--- src/rtl/dmem_arbiter.sv ---
// dmem_arbiter
// Shares one single-port 32-word data memory between two requesters:
// port 0 (core load/store unit) and port 1 (debug / DMA master).
// At most one beat is accepted per cycle. The granted port's address,
// write enable and write data drive the memory combinationally. The memory
// word read during the access (the old word, even on a write) comes back on
// the issuing port one cycle later. A lock gives one port exclusive
// back-to-back access for read-modify-write, bounded to LOCK_MAX cycles.
//
// Parameters
//   RR_ENABLE  1 = round-robin on contention, 0 = port 0 always wins
//   LOCK_MAX   maximum consecutive locked cycles (1..15)
// Ports
//   clk, rst_n                       clock, asynchronous active-low reset
//   reqN_valid/write/lock/addr/wdata request from port N
//   reqN_ready                       beat accepted this cycle (combinational)
//   rspN_valid/rdata                 response for port N's beat of last cycle
//   mem_addr/mem_write/mem_wdata     to memory
//   mem_rdata                        from memory, one cycle after the access
module dmem_arbiter #(
    parameter int RR_ENABLE = 1,
    parameter int LOCK_MAX  = 4
) (
    input  logic        clk,
    input  logic        rst_n,
    input  logic        req0_valid,
    output logic        req0_ready,
    input  logic        req0_write,
    input  logic        req0_lock,
    input  logic [31:0] req0_addr,
    input  logic [31:0] req0_wdata,
    input  logic        req1_valid,
    output logic        req1_ready,
    input  logic        req1_write,
    input  logic        req1_lock,
    input  logic [31:0] req1_addr,
    input  logic [31:0] req1_wdata,
    output logic        rsp0_valid,
    output logic [31:0] rsp0_rdata,
    output logic        rsp1_valid,
    output logic [31:0] rsp1_rdata,
    output logic [31:0] mem_addr,
    output logic        mem_write,
    output logic [31:0] mem_wdata,
    input  logic [31:0] mem_rdata
);

    localparam logic [3:0] LOCK_LIM = 4'(LOCK_MAX);

    logic       locked;
    logic       lock_owner;
    logic [3:0] lock_cnt;
    logic       last_grant;
    logic       rsp_vld_p1;
    logic       rsp_port_p1;

    logic       gnt0;
    logic       gnt1;
    logic       accept;
    logic       acc_lock;

    // Grant is only ever given to a valid port, so ready doubles as grant.
    always_comb begin
        gnt0 = 1'b0;
        gnt1 = 1'b0;
        if (locked) begin
            gnt0 = req0_valid & ~lock_owner;
            gnt1 = req1_valid &  lock_owner;
        end else if (req0_valid && req1_valid) begin
            if ((RR_ENABLE != 0) && (last_grant == 1'b0)) begin
                gnt1 = 1'b1;
            end else begin
                gnt0 = 1'b1;
            end
        end else begin
            gnt0 = req0_valid;
            gnt1 = req1_valid;
        end
    end

    assign req0_ready = gnt0;
    assign req1_ready = gnt1;
    assign accept     = gnt0 | gnt1;
    assign acc_lock   = gnt1 ? req1_lock : req0_lock;

    // Stage p0: memory request, zeroed on idle cycles.
    always_comb begin
        mem_addr  = '0;
        mem_write = 1'b0;
        mem_wdata = '0;
        if (gnt0) begin
            mem_addr  = req0_addr;
            mem_write = req0_write;
            mem_wdata = req0_wdata;
        end else if (gnt1) begin
            mem_addr  = req1_addr;
            mem_write = req1_write;
            mem_wdata = req1_wdata;
        end
    end

    always_ff @(posedge clk or negedge rst_n) begin
        if (!rst_n) begin
            last_grant  <= 1'b1;
            locked      <= 1'b0;
            lock_owner  <= 1'b0;
            lock_cnt    <= '0;
            rsp_vld_p1  <= 1'b0;
            rsp_port_p1 <= 1'b0;
        end else begin
            if (accept) begin
                last_grant <= gnt1;
            end
            rsp_vld_p1  <= accept;
            rsp_port_p1 <= gnt1;
            // While locked only the owner can be accepted. Hitting the limit
            // releases even if the owner asks to keep the lock this cycle.
            if (locked) begin
                if ((lock_cnt == LOCK_LIM) || (accept && !acc_lock)) begin
                    locked   <= 1'b0;
                    lock_cnt <= '0;
                end else begin
                    lock_cnt <= lock_cnt + 4'd1;
                end
            end else if (accept && acc_lock) begin
                locked     <= 1'b1;
                lock_owner <= gnt1;
                lock_cnt   <= 4'd1;
            end
        end
    end

    // Stage p1: memory data returns to the port that issued the beat.
    assign rsp0_valid = rsp_vld_p1 & ~rsp_port_p1;
    assign rsp1_valid = rsp_vld_p1 &  rsp_port_p1;
    assign rsp0_rdata = rsp0_valid ? mem_rdata : '0;
    assign rsp1_rdata = rsp1_valid ? mem_rdata : '0;

endmodule

--- config.mk ---
export PLATFORM = sky130hd
export DESIGN_NAME = dmem_arbiter
export DESIGN_NICKNAME = d
export VERILOG_FILES = /design/src/rtl/dmem_arbiter.sv
export SDC_FILE = /design/constraint.sdc
export NUM_CORES = 1
export LEC_CHECK = 0
export CAP_MARGIN = 20
export CORE_AREA = 4 4 115 117
export DETAILED_ROUTE_END_ITERATION = 10
export DIE_AREA = 0 0 119 121
export GPL_TIMING_DRIVEN = 0
export HOLD_SLACK_MARGIN = 0.12
export PLACE_DENSITY = 0.68
export SYNTH_ARGS = -nofsm -noshare
export SYNTH_HDL_FRONTEND = slang
export SYNTH_SLANG_ARGS = --single-unit
--- constraint.sdc ---
create_clock -name clk -period 1.9 [get_ports clk]
set_input_delay 0.285 -clock clk [delete_from_list [all_inputs] [get_ports clk]]
set_output_delay 0.285 -clock clk [all_outputs]
set_load 0.005 [all_outputs]
==> key figures <==
Layout
  • Layout Cells excl Fill: 713
  • Filler cell count: 1249
  • Final nets: 712
  • Area growth syn-to-layout: 223.1%
  • Final core occ: 41.76%
  • Most frequent cells in the layout: clkdlybuf4s50_1 (180), a22o_1 (65), buf_2 (53)
  • Register area: 230.2 µm²
  • Commonest non-fill, non-tap cell in the layout: clkdlybuf4s50_1
  • Diode count: 0
  • Share of cells above drive strength 1: 28.28%
  • Final instance area: 0.005162 mm²
  • Area of the multi-input gates: 0.001291 mm²

Setup path
  • CP max FO: 8
  • Req. time, crit path: 1.62 ns
  • Worst path max stage delay: 0.43 ns
  • Worst-path cell with the longest stage delay: dfrtp_2
  • Worst EP arrival: 1.89 ns
  • CP startpoint kind: flop
  • CP Cell Sequence: or3b_4, nand3_4, clkinv_8, clkbuf_16, a22o_1, buf_2
  • Worst setup EP type: primary output
  • WS Path Type: flop to primary output

Synthesis
  • Complex-gate fraction of the synthesized area: 45.50%
  • Cell area after synthesis: 0.001598 mm²
  • Largest family of logic cells by synthesized area: compound AO/OA/AOI/OAI gates
  • Synth Area in XOR/XNOR: 0.5482%
  • Seq cells post-synth: 9
  • Syn Nets: 370
  • Syn_area_per_cell: 7.989 µm²
  • Post-synthesis mux area share: 0%
  • Synth Area in Adders: 1.566%
  • Cells after synthesis: 200
  • Seq/Total Area, Yosys: 14.17%
  • Simple-Gate Fraction of Synth Area: 29.84%
  • Synth warn: 0
  • Synth unique cells: 35

Floorplanning
  • Die Y: 121 µm
  • Num rows: 41
  • Starting Density: 12.92%
  • Die area: 0.01440 mm²
  • Die width: 119 µm
  • # IOs: 301
  • Core ar.: 0.01236 mm²

GRT
  • Vias in the first global route: 3314
  • Overflow after GRT: 0
  • Met1 usage: 16.14%
  • First-pass GRT wire length: 18570 µm
  • GRT Max-Usage Layer: met2
  • Met2 usage: 32.14%
  • Largest net degree at the start of global routing: 14
  • All-Layer GR Usage: 16.19%
  • M3 GR Usage: 5.734%
  • Initial antenna violation count: 0

Drt
  • Remaining DRCs: 0
  • Routed len/inst: 18.29 µm
  • Drt initial violations: 99
  • Pre-antenna DRT Iters: 4
  • Via count: 3065
  • Antenna-violating nets left: 0
  • Vias per cell: 4.299
  • Routed WL: 13040 µm

STA
  • Final period util: 114.5%
  • Number of setup violations in the final report: 68
  • Max Clock Freq: 459.5 MHz
  • Fin Setup TNS: -14.55 ns
  • Layout Skew: 0.0005388 ns
  • Slew @ Worst Pin: 0.5007 ns
  • RSZ-0062 raised after global routing: true
  • Max Transition Viols Final: 0
  • Final Hold Viols: 0
  • Tmin final: 2.176 ns
  • Normalized max-slew margin: 66.27%
  • Final setup margin: -0.2762 ns

Clock network
  • Clock Sinks: 9
  • Root Buffer: clkbuf_16
  • Worst-case clock buffer depth: 2
  • Reg clk slew, reported paths: 0.04 ns
  • TritonCTS clock tree: yes
  • Num CTS Buffers: 3
  • CTS H-tree depth: 1
  • Hold Buf Count CTS: 0
  • Clock Latency Late Sink: 0.23 ns

Place
  • Port bufs: 300
  • DP HPWL: 10600 µm
  • Dpl cells: 672
  • Gp weighted congestion: 0.7913
  • Dpl ws: -0.9200 ns
  • Area post-placement: 0.004816 mm²

Pwr
  • Leak: 2.652 nW
  • Max VDD drop: 0.0004144 V
  • PwrDens: 970.4 mW/mm²

Job
  • Max-cap violations: 0

Run status
  • Status: complete, but fails checks
  • Failing checks: setup timing

Worst hold path
  • Min-Delay Path Class: input port to asynchronous set/reset pin
==> logic make-up after synthesis <==
family                   after synthesis
AND/OR/NAND/NOR                       76
adder cells (fa/ha/maj)                2
XOR/XNOR                               1
buffers and inverters                 31
flip-flops                             9
AO/OA/AOI/OAI                         81
==> cell type report <==
type	count	area share [%]
clock buffer	4	1.527
inverter	8	0.8240
buffer	19	4.775
sequential	9	4.460
timing repair inverter	1	0.1697
tap	172	4.169
timing repair buffer	339	59.06
multi-input combinational	161	25.01
==> worst paths after layout <==
kind	startpoint	end	slack (ns)	depth (start not counted)
setup / recovery	locked	mem_wdata[12]	-0.28	6
hold / removal	rst_n	lock_owner	0.37	1
setup reg to reg	locked	lock_cnt[1]	-0.01	7
hold reg to reg	lock_cnt[1]	lock_cnt[1]	0.54	1
max in group asynchronous	rst_n	last_grant	1.21	1
min in group clk	req1_valid	last_grant	0.53	3
==> report_power, final <==
part           total [W]  internal, W  switching (W)
Sequential      0.000395     0.000286       0.000109
Combinational    0.00425      0.00255        0.00169
Clock           0.000369     0.000280      0.0000892
==> routing by layer <==
metal	part of all wire (%)	up-vias
met5	0	-
met4	1.6	0
met3	9.1	10
met2	54	208
met1	35	1383
li1	-	1464
==> flip-flops by register name (all words and copies together), names as in the netlist <==
register and count:
rsp_port_p1 1, lock_owner 1, lock_cnt 4, last_grant 1, rsp_vld_p1 1, locked 1
==> cells in the mapped netlist (all sizes together) <==
cell      n  share of area (%)
a21o      1               0.47
a21oi     1               0.31
a221oi    2                1.9
a22o     65                 36
a22oi     1               0.47
a2bb2o    1               0.63
a311oi    1                1.6
a31oi     1               0.39
and2     33                 13
and3     32                 13
buf       9                3.2
clkbuf   14                3.3
dfrtp     8                 13
dfstp     1                1.6
ha        2                1.6
inv       8                1.9
nand2     1               0.23
nand3     2               0.94
nand3b    1               0.47
nor2      1               0.23
nor2b     4                1.6
o21ai     2               0.63
o21ba     1               0.63
o221a     1               0.70
o221ai    1               0.55
o22ai     1               0.39
o2bb2ai   1               0.55
o311a     1               0.63
or2       1               0.39
or3b      1               0.55
xor2      1               0.55
==> repair_timing <==
action	in CTS	in global routing
gates resized for setup	303	105
setup buffers	24	4
cloned	5	8
pin swaps	13	41
endpoints found under the setup margin	131	101
==> critical path, delay by kind of cell, from the launching register on <==
family	cells	cell delay, ns
and+or+nand+nor	2	0.59
DFF	1	0.43
buffers and inverters	3	0.42
AOI/OAI and AO/OA	1	0.22
==> metrics by stage <==
step / total power [W] / hold WS, ns
detailed placement: 0.004149 / 0.5384
finish: 0.005010 / 0.3651
global placement: 0.004105 / 0.5071
global route: 0.005390 / 0.4077
floorplan: 0.001834 / -0.01059
CTS: 0.004886 / 0.3762
Power figures use the tool's default switching activity.
